<file path="src/rtl/fetch_sequencer.sv">
// Byte fetch sequencer: credit-limited memory reads, in-flight tracking and a head-presented queue.
// Optional FETCH_SKIP_ZERO_PAD_EN drops leading 0x00 bytes after each start.
module fetch_sequencer #(
  parameter int unsigned       LOAD_LATENCY = 1,
  parameter int unsigned       QDEPTH       = 4,
  parameter int unsigned       ADDR_W       = 32,
  parameter logic [ADDR_W-1:0] RESET_PC     = '0
) (
  input  logic              clk,
  input  logic              rst,
  input  logic              start,
  input  logic              halt,
  input  logic              redirect,
  input  logic [ADDR_W-1:0] redirect_pc,
  output logic              mem_rd_en,
  output logic [ADDR_W-1:0] mem_addr,
  input  logic [7:0]        mem_data,
  output logic              out_valid,
  input  logic              out_ready,
  output logic [7:0]        out_inst,
  output logic [ADDR_W-1:0] out_pc,
  output logic              flush_out,
  output logic [1:0]        state_o
);

  localparam int unsigned PtrW = $clog2(QDEPTH);
  localparam int unsigned CntW = PtrW + 1;

  typedef enum logic [1:0] {StIdle = 2'd0, StRun = 2'd1, StHalted = 2'd2} state_e;

  state_e                    state_q, state_d;
  logic [ADDR_W-1:0]         fetch_pc_q, fetch_pc_d;
  logic [LOAD_LATENCY-1:0]   slot_vld_q, slot_vld_d;
  logic [ADDR_W-1:0]         slot_pc_q [LOAD_LATENCY];
  logic [ADDR_W-1:0]         slot_pc_d [LOAD_LATENCY];
  logic [7:0]                q_data_q [QDEPTH];
  logic [ADDR_W-1:0]         q_pc_q [QDEPTH];
  logic [PtrW-1:0]           rd_ptr_q, rd_ptr_d, wr_ptr_q, wr_ptr_d;
  logic [CntW-1:0]           count_q, count_d;
  logic                      flush_q, flush_d;

  logic                      redir, start_edge, credit, issue, emerge, enq, pop, drop_zero;
  int unsigned               inflight;

  always_comb begin
    redir      = redirect && (state_q != StIdle);
    start_edge = start && (state_q == StIdle);

    inflight = 0;
    for (int i = 0; i < LOAD_LATENCY; i++) inflight += 32'(slot_vld_q[i]);
    credit = (32'(count_q) + inflight) < QDEPTH;

    issue  = (state_q == StRun) && !halt && !redir && credit && !rst;
    emerge = slot_vld_q[LOAD_LATENCY-1];
    enq    = emerge && !redir && !drop_zero;
    pop    = (count_q != '0) && out_ready && !redir;

    state_d = state_q;
    unique case (state_q)
      StIdle:   if (start) state_d = StRun;
      StRun:    if (halt && !redir) state_d = StHalted;
      StHalted: if (!halt && !redir) state_d = StRun;
      default:  state_d = StIdle;
    endcase

    fetch_pc_d = fetch_pc_q;
    if (start_edge)  fetch_pc_d = RESET_PC;
    else if (redir)  fetch_pc_d = redirect_pc;
    else if (issue)  fetch_pc_d = fetch_pc_q + ADDR_W'(1);

    slot_vld_d    = '0;
    slot_vld_d[0] = issue;
    slot_pc_d[0]  = fetch_pc_q;
    for (int i = 1; i < LOAD_LATENCY; i++) begin
      slot_vld_d[i] = slot_vld_q[i-1];
      slot_pc_d[i]  = slot_pc_q[i-1];
    end

    wr_ptr_d = wr_ptr_q + PtrW'(enq);
    rd_ptr_d = rd_ptr_q + PtrW'(pop);
    count_d  = count_q + CntW'(enq) - CntW'(pop);
    if (redir || start_edge) begin
      slot_vld_d = '0;
      wr_ptr_d   = '0;
      rd_ptr_d   = '0;
      count_d    = '0;
    end

    flush_d = redir;
  end

`ifdef FETCH_SKIP_ZERO_PAD_EN
  logic skip_q, skip_d;

  always_comb begin
    drop_zero = skip_q && (mem_data == 8'h00);
    skip_d    = skip_q;
    if (start_edge)                                  skip_d = 1'b1;
    else if (emerge && !redir && mem_data != 8'h00) skip_d = 1'b0;
  end

  always_ff @(posedge clk) begin
    if (rst) skip_q <= 1'b0;
    else     skip_q <= skip_d;
  end
`else
  assign drop_zero = 1'b0;
`endif

  always_ff @(posedge clk) begin
    if (rst) begin
      state_q    <= StIdle;
      fetch_pc_q <= RESET_PC;
      slot_vld_q <= '0;
      rd_ptr_q   <= '0;
      wr_ptr_q   <= '0;
      count_q    <= '0;
      flush_q    <= 1'b0;
    end else begin
      state_q    <= state_d;
      fetch_pc_q <= fetch_pc_d;
      slot_vld_q <= slot_vld_d;
      rd_ptr_q   <= rd_ptr_d;
      wr_ptr_q   <= wr_ptr_d;
      count_q    <= count_d;
      flush_q    <= flush_d;
    end
  end

  // Payload storage needs no reset; validity lives in slot_vld_q and count_q.
  always_ff @(posedge clk) begin
    slot_pc_q <= slot_pc_d;
    if (enq) begin
      q_data_q[wr_ptr_q] <= mem_data;
      q_pc_q[wr_ptr_q]   <= slot_pc_q[LOAD_LATENCY-1];
    end
  end

  // Outputs are forced to their reset values for the whole time rst is high.
  always_comb begin
    mem_rd_en = issue;
    mem_addr  = rst ? RESET_PC : fetch_pc_q;
    out_valid = (count_q != '0) && !rst;
    out_inst  = out_valid ? q_data_q[rd_ptr_q] : 8'h00;
    out_pc    = out_valid ? q_pc_q[rd_ptr_q] : '0;
    flush_out = flush_q && !rst;
    state_o   = rst ? StIdle : state_q;
  end

endmodule

</file>
<file path="config.mk">
export PLATFORM = sky130hd
export DESIGN_NAME = fetch_sequencer
export DESIGN_NICKNAME = d
export VERILOG_FILES = /design/src/rtl/fetch_sequencer.sv
export SDC_FILE = /design/constraint.sdc
export NUM_CORES = 1
export LEC_CHECK = 0
export ABC_CLOCK_PERIOD_IN_PS = 4500
export CORE_MARGIN = 1
export CORE_UTILIZATION = 35
export DETAILED_ROUTE_END_ITERATION = 16
export PLACE_DENSITY_LB_ADDON = 0.05
export RECOVER_POWER = 100
export SLEW_MARGIN = 20
export SYNTH_ARGS = -nofsm -noshare
export SYNTH_HDL_FRONTEND = slang
export SYNTH_SLANG_ARGS = --single-unit
</file>
<file path="constraint.sdc">
create_clock -name clk -period 4.5 [get_ports clk]
set_input_delay 0.45 -clock clk [delete_from_list [all_inputs] [get_ports clk]]
set_output_delay 0.45 -clock clk [all_outputs]
set_load 0.01 [all_outputs]
</file>
Word-level counts from Yosys, hierarchy flattened:

Memories as Yosys holds them, arrays and structs flattened. A register that Yosys moved wholly into a read port is not among the register bits.
Index checks and enable logic that the tools add are counted.

* memories kept: 2
* bits of input ports: 46
* RAM bits: 160
* register bits: 75
* output and inout port bits: 77
* logic and storage cells: 60

* order comparisons: 1
* add/sub/neg operators: 6
* equal/unequal tests: 5
* reductions and logical operators: 24
* muxes and demuxes: 14

Memories
* q_pc_q: depth 4, width 32, read ports 1, clocked after memory_dff 1, wr ports 1, RTL line 37 `logic [ADDR_W-1:0] q_pc_q [QDEPTH];`
* q_data_q: depth 4, width 8, read ports 1, clocked after memory_dff 1, wr ports 1, RTL line 36 `logic [7:0] q_data_q [QDEPTH];`

Operator list (count)
* $mux 32: 4
* $add 32x1->32 const B: 1
* $logic_and 1x1->1: 13
* $mux 2: 6
* $mux 8: 1
* $pmux 2 s3: 1
* $add 2x1->2: 2
* $add 3x1->4: 1
* $lt 4x3->1 const B: 1
* $ne 2x2->1 const B: 2
* $reduce_bool 2->1: 2
* $reduce_or 2->1: 2
* $add 3x1->3: 1
* $logic_not 1->1: 3
* $reduce_and 3->1: 1
* $reduce_bool 3->1: 1
* $sub 3x1->3: 1
* $eq 2x1->1 const B: 1
* $eq 2x2->1 const B: 1
* $logic_not 2->1: 1
* $mux 1: 2
* $ne 2x1->1 const B: 1
* $logic_or 1x1->1: 1

Logic depth before layout (Yosys ltp):

* word-level depth: 8
* mapped depth: 8
* gate-level depth less buffers: 7

Worst setup path before layout:

No wires, ideal clock.

* path kind: register -> register
* start: register state_q[0]
* end: memory q_data_q[0][0], enable pin
* path slack: 71 ps
* period minus slack after synthesis: 4429 ps
* cell stages (with the launch flop): 5
* arrival: 3934 ps
* library setup time: 495 ps
* buffers on the path: 1
* data required time: 4005 ps
* cells stage by stage: dfxtp_1 > buf_4 > o21ai_1 > and2_0 > nor3b_1

* longest elaborated chain between the ends: 6

RTL lines
* start, declared: RTL line 31 `state_e state_q, state_d;`
* start signal, assigned: RTL line 112 `state_q <= StIdle;`
* start signal, assigned: RTL line 120 `state_q <= state_d;`
* $reduce_bool 2->1: RTL line 46 `redir = redirect && (state_q != StIdle);`
* $logic_and 1x1->1: RTL line 46
* $logic_not 1->1: RTL line 55 `enq = emerge && !redir && !drop_zero;`
* $logic_and 1x1->1: RTL line 55
* $mux 1: RTL line 133 `if (enq) begin`
* $mux 1 (implied by the code): RTL line 134 `q_data_q[wr_ptr_q] <= mem_data;`
* end, declared: RTL line 36

Every way passes these cells.

==> qor.txt <==
# Max-Cap Violations -> 5
Final hold violations -> 0
Crit path time final -> 3.82 ns
Core region area -> 26100 µm²
Placed wire-length estimate -> 14400 µm
Static leakage -> 4.04 nW
Post-synthesis sequential area ratio -> 67.9%
Antenna violations before repair -> 0
Routed Antenna Nets -> 0
Slowest CP cell -> dfxtp_2
Crit-path cells -> clkbuf_1 -> mux4_2 -> nor2b_1 -> dlygate4sd3_1
Syn Inst Count -> 627
Fmax -> 262 MHz
WL per Instance -> 20.3 µm
IO buf count -> 122
Clock skew -> 0.0110 ns
FP Rows -> 59
CP max stage delay -> 1.02 ns
IO Pins -> 123
Fin util -> 45.0%
Vias in the first global route -> 5834
GRT Max-Usage Layer -> met2
Worst-Skew Late Latency -> 0.52 ns
First-pass GRT wire length -> 33900 µm
Clock Tree Buf Depth -> 3
Slew Limit Fails -> 144
Crit share post-route -> 84.9%
Post-CTS sizing -> 0
Tot Pwr -> 4.72 mW
CTS Root Cell -> clkbuf_16
Outcome -> finished, violations left
Worst Path Max Fanout -> 31
Routability cong. -> 0.738
Synth top area share -> 51.7%
Failing checks -> capacitance limit, slew limit
Syn_nets -> 678
WP data required -> 4.05 ns
Grt ovf -> 0
Post-synth EDFFs -> 160
RSZ-0062 raised after global routing -> false
Most common cell in the netlist -> edfxtp_1
Total Routing Usage GR -> 17.0%
Die ar. -> 27200 µm²
Top area cells in the synthesized netlist -> edfxtp_1 (52%), dfxtp_1 (16%), mux4_2 (9.7%)
CP Launch Type -> register
Cell taking the most area after synthesis -> edfxtp_1
Peak VDD IR -> 166 µV
DRC -> 0
Syn Std Cell Area -> 9290 µm²
CP top delay family -> buffers and inverters
Layout area overhead -> 26.2%
Routed WL -> 22600 µm
Share of cells above drive strength 1 -> 11.7%
Hold-fix buffers, CTS -> 0
Cell variety after synth -> 48
Max-slew headroom -> -61.7%
GR Util met1 -> 23.0%
Initial core utilization -> 35.7%
1st-iter DRT viols -> 323
Slew @ Worst Pin -> 2.43 ns
Diodes inserted -> 0
Post-detailed-route via-to-cell ratio -> 5.16
Met3 Usage GRT -> 2.61%
Fin Setup TNS -> 0 ns
Clock sinks -> 235
Crit path capture type -> primary output
Final setup viols -> 0
Die height -> 165 µm
WP data arrival -> 3.37 ns
Top_reg_cell synth -> edfxtp_1
Hold Path Class -> reg2reg
Power density cells -> 402 nW/µm²
CTS buffer count -> 27
Synth warnings -> 0
H-Tree Depth -> 1
Most instantiated cells after synthesis -> edfxtp_1 (160), dfxtp_1 (75), nor2b_1 (74)
Cells after DPL -> 1062
WP buf/inv -> 2
# nets final -> 807
Setup CP Type -> reg2out
Fin cells -> 1111
Setup bufs post-CTS -> 0
Avg Inst Size Synth -> 14.8 µm²
Die width -> 165 µm
Vias -> 5734
Register bit total from synthesis -> 235
Met2 Resource Use GR -> 28.1%
CTS clock-pin slew for the worst setup and hold paths -> 0.06 ns
Pin count of the biggest net entering global routing -> 60
1st-pass router iterations -> 5
CTS tree -> yes
Async S/R FF share, synth -> 0%
==> routing by layer <==
metal / share of wire [%] / wire length [µm] / vias up
met5: 0 / 0 / -
met4: 2.3 / 515 / 0
met3: 4.8 / 1090 / 40
met2: 48 / 10800 / 182
met1: 45 / 10200 / 2863
li1: - / - / 2649
==> sequential cells by signal, indices dropped and copies added (netlist names), 2 cells and up <==
register,count
slot_pc_q,32
state_q,2
q_data_q,32
count_q,3
rd_ptr_q,2
q_pc_q,128
fetch_pc_q,32
wr_ptr_q,2
==> cell usage in the layout, fill, tap and decap left out, types with 5 or more instances in the layout <==
master           Yosys  routed
nand2_1             23      23
nor3_1               6       6
inv_1                9       9
clkbuf_16            0      27
dlygate4sd3_1        0      81
a31oi_1             11      11
nor2b_1             74      74
o21ai_0             32      33
clkbuf_1            20      12
nand3_1             14      14
nor2_1              25      25
a21oi_1             19      18
and3_1              16      16
clkinv_1             0       5
mux4_2              40      40
clkdlybuf4s50_1      0      40
xor2_1               5       5
dfxtp_1             75      73
nand4_1             10      10
nor4_1              11      11
edfxtp_1           160     160
xnor2_1             14      14
or3_1                9       9
==> layout make-up <==
| type | count | area [µm²] |
|---|---|---|
| clock buffers | 36 | 739 |
| clock inverters | 13 | 140 |
| fillers | 2336 | 14300 |
| inverters | 9 | 33.8 |
| multi-input cells | 352 | 2820 |
| flip-flops and latches | 235 | 6310 |
| well taps | 335 | 419 |
| repair buffers | 131 | 1260 |
==> path summary, 6_finish.rpt <==
| kind | slack [ns] | cells past startpoint | start | to |
|---|---|---|---|---|
| setup / recovery | 0.68 | 4 | rd_ptr_q[1]$_SDFF_PP0_ | out_pc[0] |
| hold / removal | 0.40 | 0 | fetch_pc_q[24]$_SDFFE_PP0P_ | slot_pc_q[24]$_DFF_P_ |
| setup reg to reg | 0.93 | 5 | state_q[1]$_SDFFE_PP0P_ | q_pc_q[1][18]$_DFFE_PP_ |
| hold reg to reg | 0.40 | 0 | fetch_pc_q[24]$_SDFFE_PP0P_ | slot_pc_q[24]$_DFF_P_ |
==> kinds of logic after synthesis <==
| logic type | after synthesis | share of synthesized area [%] |
|---|---|---|
| mux | 40 | 9.70 |
| buf+inv | 40 | 1.71 |
| flops | 235 | 67.9 |
| compound gates | 84 | 5.54 |
| fa+ha+maj | 5 | 0.754 |
| simple gates | 204 | 12.6 |
| xor+xnor | 19 | 1.79 |
==> metrics by stage <==
step | area [µm²] | setup slack, ns | hold WS (ns)
6_report | 11700 | 0.679 | 0.397
5_1_grt | 11700 | 0.505 | 0.410
4_1_cts | 11800 | 1.05 | 0.397
3_5_place_dp | 10900 | 1.15 | 0.385
3_3_place_gp | 10900 | 1.23 | 0.388
2_1_floorplan | 9290 | 0.0706 | 0.368
==> report_power, final <==
group | internal, mW | switching (mW) | total (mW)
Clock | 1.32 | 0.822 | 2.14
Combinational | 0.0933 | 0.0963 | 0.190
Sequential | 2.34 | 0.0466 | 2.39
Total | 3.75 | 0.965 | 4.72
Power figures use the tool's default switching activity.
==> RTL change 1: new RTL, same flow settings <==
The option `FETCH_SKIP_ZERO_PAD_EN` is turned on by a define.
--- a/src/rtl/fetch_sequencer.sv
+++ b/src/rtl/fetch_sequencer.sv
@@ -1,4 +1,6 @@
 // Byte fetch sequencer: credit-limited memory reads, in-flight tracking and a head-presented queue.
 // Optional FETCH_SKIP_ZERO_PAD_EN drops leading 0x00 bytes after each start.
+`define FETCH_SKIP_ZERO_PAD_EN
+
 module fetch_sequencer #(
   parameter int unsigned       LOAD_LATENCY = 1,
Formal check against the unedited RTL: not equivalent (a bounded check fails within 4 cycles, from zero or initial values and one cycle with rst high).
==> RTL change 1 against the original RTL <==
- the run still ends with capacitance limit, slew limit left
- register-to-register slack better by 30 ps
- routed wire length about the same
- clock skew up 0.51 ps
- synthesized area shrank 0.59%
- setup slack better by 0.59 ps
- core utilization increased by 0.13 points
- power grew 0.65%
- cell area stayed put
- count of clock-buffer cells in the layout is 1 lower
- sequential cell count rose by 1
- largest power group unchanged
==> RTL change 1: results (changes against the original RTL) <==
[pwr]
switching_share_pct=20.5  ; about the same
peakVddDrop_v=0.000301  ; +81%
p_leak_nw=4.03  ; -0.28%

[placed_design]
hpwl_mm=14.4  ; +0.47%
numPortBuffers=122  ; unchanged
place_congestion=0.798  ; +8.1%

[timing]
final-setup-viol-count=0  ; unchanged
fin_skew_ps=11.5  ; +0.506 ps
finalMaxSlewViolations=68  ; -53%
worst_pin_slew_ps=2280  ; -144 ps

[cts]
cts_setup_buffers=0  ; unchanged
cts.htree.levels=1  ; unchanged
cts_resized=0  ; unchanged
clock_latency_ps=510
clkTransAtPathRegs_ps=60  ; about the same
numCtsBuffers=26  ; -3.7%
clockBufferDepth=3  ; unchanged
root_buffer=clkbuf_16

[route]
drt_iter0_drc=315  ; -2.5%
first_pass_iters=4  ; -1
num_vias=5564  ; -3.0%
wl_per_cell_um=20.4  ; +0.61%

[grt]
grt_max_degree=58  ; -3.3%
grt.total_usage_pct=16.8  ; -0.17 points
grt_pass1_wl_mm=34.0  ; +0.22%
grt_pass1_vias=5699  ; -2.3%
antenna_found_initial=0  ; unchanged

[critical_path]
cp_max_fo=19  ; -39%
crit_family=buffers and inverters
crit_slowest_cell=dlygate4sd3_1
cp.arrival_ps=3370  ; about the same
crit_path_max_incr_delay_ps=710  ; -310 ps

[final_layout]
largest-register=q_pc_q
diodes=0  ; unchanged
largest_register_ffs=128  ; unchanged
drive_above_1_share_pct=12.6  ; +0.87 points
final_nets=801  ; -0.74%

[synth]
synth_common_cells=edfxtp_1 (160), dfxtp_1 (76), and2_1 (44), mux4_2 (40), o21ai_0 (36)
async_flop_share_pct=0  ; unchanged
yosys_warnings=0  ; unchanged
syn_nets=666  ; -1.8%
ys_top_cells_by_area=edfxtp_1 (52%), dfxtp_1 (16%), mux4_2 (9.8%), and2_1 (3.0%), nor2b_1 (2.4%)
ys_seq_area_share_pct=68.5  ; +0.62 points
synth_edf_count=160  ; unchanged
synth.distinct_cells=43  ; -10%

[run_status]
status=finished, violations left
violations=capacitance limit, slew limit

[worst_hold_path]
worstHoldPathType=reg2reg

[run]
max_cap_violations=3  ; -2

-- RTL change 1: cell types whose count changed after synthesis, sizes merged, moves of 4 or more --
cell   before  now
and2        3   44
nor2b      74   35
a21oi      19   28
and3       16    8
nand2      24   16
xor2        5   13
nor4       11    5
a31oi      11    6
o21ai      33   37
o31ai       4    0
or3        10    6
-- RTL change 1: logic make-up (layout without fill, tap and decap cells) --
group / Yosys count / count (layout) / synth area share (%)
flops: 236 / 236 / 68.5
simple gates: 188 / 188 / 11.8
compound gates: 79 / 79 / 4.77
mux: 43 / 43 / 10.1
buf+inv: 37 / 192 / 1.54
xor+xnor: 27 / 27 / 2.56
fa+ha+maj: 5 / 5 / 0.759
-- RTL change 1: through the flow --
stage | worst slack (ps) | area (µm²) | cells | util, %
2_1_floorplan | 168 | 9240 | 615 | -
3_3_place_gp | 1340 | 10900 | 1057 | 42.0
3_5_place_dp | 1270 | 10900 | 1057 | 42.0
4_1_cts | 1040 | 11800 | 1105 | 45.4
5_1_grt | 471 | 11700 | 1105 | 45.1
6_report | 680 | 11700 | 1105 | 45.1
-- RTL change 1: layout make-up --
| class | count | area, µm² |
|---|---|---|
| Clock inverter | 13 | 151 |
| Fill cell | 2373 | 14300 |
| Clock buffer | 35 | 746 |
| Tap cell | 335 | 419 |
| Multi-Input combinational cell | 342 | 2750 |
| Timing Repair Buffer | 136 | 1300 |
| Sequential cell | 236 | 6330 |
| Inverter | 8 | 30.0 |
-- RTL change 1: worst reg2reg max path: stages (launching register included) --
cell and delay (ps):
dfxtp_1 400, o21ai_4 250, nand3_1 190, inv_1 130, and3_1 900, clkbuf_1 1250
-- RTL change 1: layer usage --
metal / wire length (µm) / track usage [%] / vias to the layer above
met5: 0 / 0 / -
met4: 342 / 3.63 / 0
met3: 953 / 2.61 / 29
met2: 10600 / 27.2 / 133
met1: 10700 / 24.0 / 2810
li1: - / - / 2592
-- RTL change 1: power by group through the flow --
stage | combinational (mW) | sequential (mW) | clock (mW)
CTS | 0.202 | 2.39 | 2.21
detailed placement | 0.201 | 2.44 | 0
finish | 0.192 | 2.39 | 2.16
global placement | 0.199 | 2.44 | 0
global route | 0.209 | 2.40 | 2.29
floorplan | 0.0938 | 2.42 | 0
-- RTL change 1: final timing paths --
path	start	endpoint	slack, ps	depth (start not counted)
setup / recovery	count_q[1]	mem_rd_en	680	6
hold / removal	fetch_pc_q[4]	slot_pc_q[4]	420	0
setup reg to reg	state_q[0]	q_pc_q[3][5]	960	5
hold reg to reg	fetch_pc_q[4]	slot_pc_q[4]	420	0
==> RTL change 2: new RTL, same settings <==
Without the edit above. Change the parameter `QDEPTH` from 4 to 2.
--- a/src/rtl/fetch_sequencer.sv
+++ b/src/rtl/fetch_sequencer.sv
@@ -3,5 +3,5 @@
 module fetch_sequencer #(
   parameter int unsigned       LOAD_LATENCY = 1,
-  parameter int unsigned       QDEPTH       = 4,
+  parameter int unsigned       QDEPTH       = 2,
   parameter int unsigned       ADDR_W       = 32,
   parameter logic [ADDR_W-1:0] RESET_PC     = '0
Formal check against the unedited RTL: not equivalent (Yosys sat finds a counterexample within 4 cycles, from zero or initial values and one cycle with rst high).
==> RTL change 2 against the original RTL <==
- fmax grew 12%
- power shrank 33%
- cell area shrank 32%
- die area shrank 35%
- the flow still finishes with violations (capacitance limit, slew limit)
- setup slack gained 410 ps
- worst hold slack lost 22 ps
- sequential cell count shrank 83
- synthesized area shrank 35%
- largest power group unchanged
- register-to-register slack gained 590 ps
- routed wire length shrank 38%
==> RTL change 2: results (changes against the original RTL) <==
[floorplanning]
dieArea_mm2=0.0178  ; -35%

[run_status]
violations=capacitance limit, slew limit
status=finished, violations left

[critical_path]
cp_max_fo=24  ; -23%
crit_family=compound AO/OA/AOI/OAI gates
worstSetupStartpoint=count_q[1]
crit_path_max_incr_delay_ps=1250  ; +230 ps
crit_path_end=out_pc[31]
r2r_setup_slack_ps=1520  ; +590 ps
cp.arrival_ps=2970  ; -400 ps
crit_slowest_cell=o21bai_1
regToRegStartpoint=state_q[0]

[grt]
grtUsageMet3_pct=3.23  ; +0.62 points
use_met1_pct=21.2  ; -1.8 points
grt_pass1_vias=4118  ; -29%
grt.total_usage_pct=16.3  ; -0.67 points
grt_pass1_wl_mm=21.9  ; -35%

[timing]
finalMaxSlewViolations=100  ; -31%
worst_pin_slew_ps=2120  ; -308 ps
fin_skew_ps=5.75  ; -5.27 ps
fin_crit_ps=3420  ; -406 ps
whs_ps=374  ; -22.4 ps

[route]
drt_iter0_drc=169  ; -48%
first_pass_iters=4  ; -1
drt_wl_total_mm=14.0  ; -38%

[synth]
ys_seq_area_share_pct=63.6  ; -4.3 points
ys_top_cells_by_area=edfxtp_1 (40%), dfxtp_1 (24%), mux2i_1 (6.8%), nor2_1 (4.0%), nor2b_1 (3.4%)
syn_nets=552  ; -19%
synth.distinct_cells=40  ; -17%
synth_edf_count=80  ; -50%

[placed_design]
hpwl_mm=9.09  ; -37%
place_congestion=0.745  ; +0.89%

[pwr]
p_leak_nw=2.91  ; -28%
clockPowerShare_pct=46.1  ; +0.7 points
peakVddDrop_v=0.000290  ; +74%
power_frac_seq_pct=48.7  ; -1.9 points
pg_seq_mw=1.54  ; -36%

[run]
max_cap_violations=3  ; -2

[cts]
cts.htree.levels=4  ; +3
numCtsBuffers=17  ; -37%

[worst_hold_path]
hold-path-endpoint=slot_pc_q[29]
worstHoldStart=fetch_pc_q[29]

[final_layout]
drive_above_1_share_pct=6.16  ; -5.6 points
seq_share_pct=48.0  ; -5.9 points
clk_share_pct=7.59  ; +0.083 points
nonClkBufAreaFrac_pct=15.9  ; +5.2 points
multi_input_area_share_pct=24.8  ; +0.76 points

[RTL change 2: cell types whose count changed after synthesis, moves of 6 or more]
cell,delta
a211oi_1,+7
a21oi_1,+10
a31oi_1,-11
and3_1,-9
edfxtp_1,-80
mux2i_1,+41
mux4_2,-40
nand2_1,-14
nor2_1,+39
nor2b_1,-41
nor4_1,-6
or3_1,-9
xor2_1,+11
[RTL change 2: stage by stage]
step	cells	util, %
floorplan	503	-
global placement	820	44.7
detailed placement	820	44.8
CTS	852	48.4
global route	853	48.0
finish	853	48.0
[RTL change 2: kinds of logic (layout without fill, tap and decap cells)]
family	count (synthesis)	in the layout	synth area share [%]
buf+inv	35	165	2.44
compound gates	70	70	6.33
xor+xnor	32	32	4.64
flops	152	152	63.6
mux	41	41	6.79
fa+ha+maj	3	3	0.621
simple gates	170	170	15.6
[RTL change 2: metal layers]
layer | wire length [µm] | share of wire (%)
met2 | 6540 | 47
met1 | 6690 | 48
met4 | 282 | 2.0
met3 | 479 | 3.4
met5 | 0 | 0
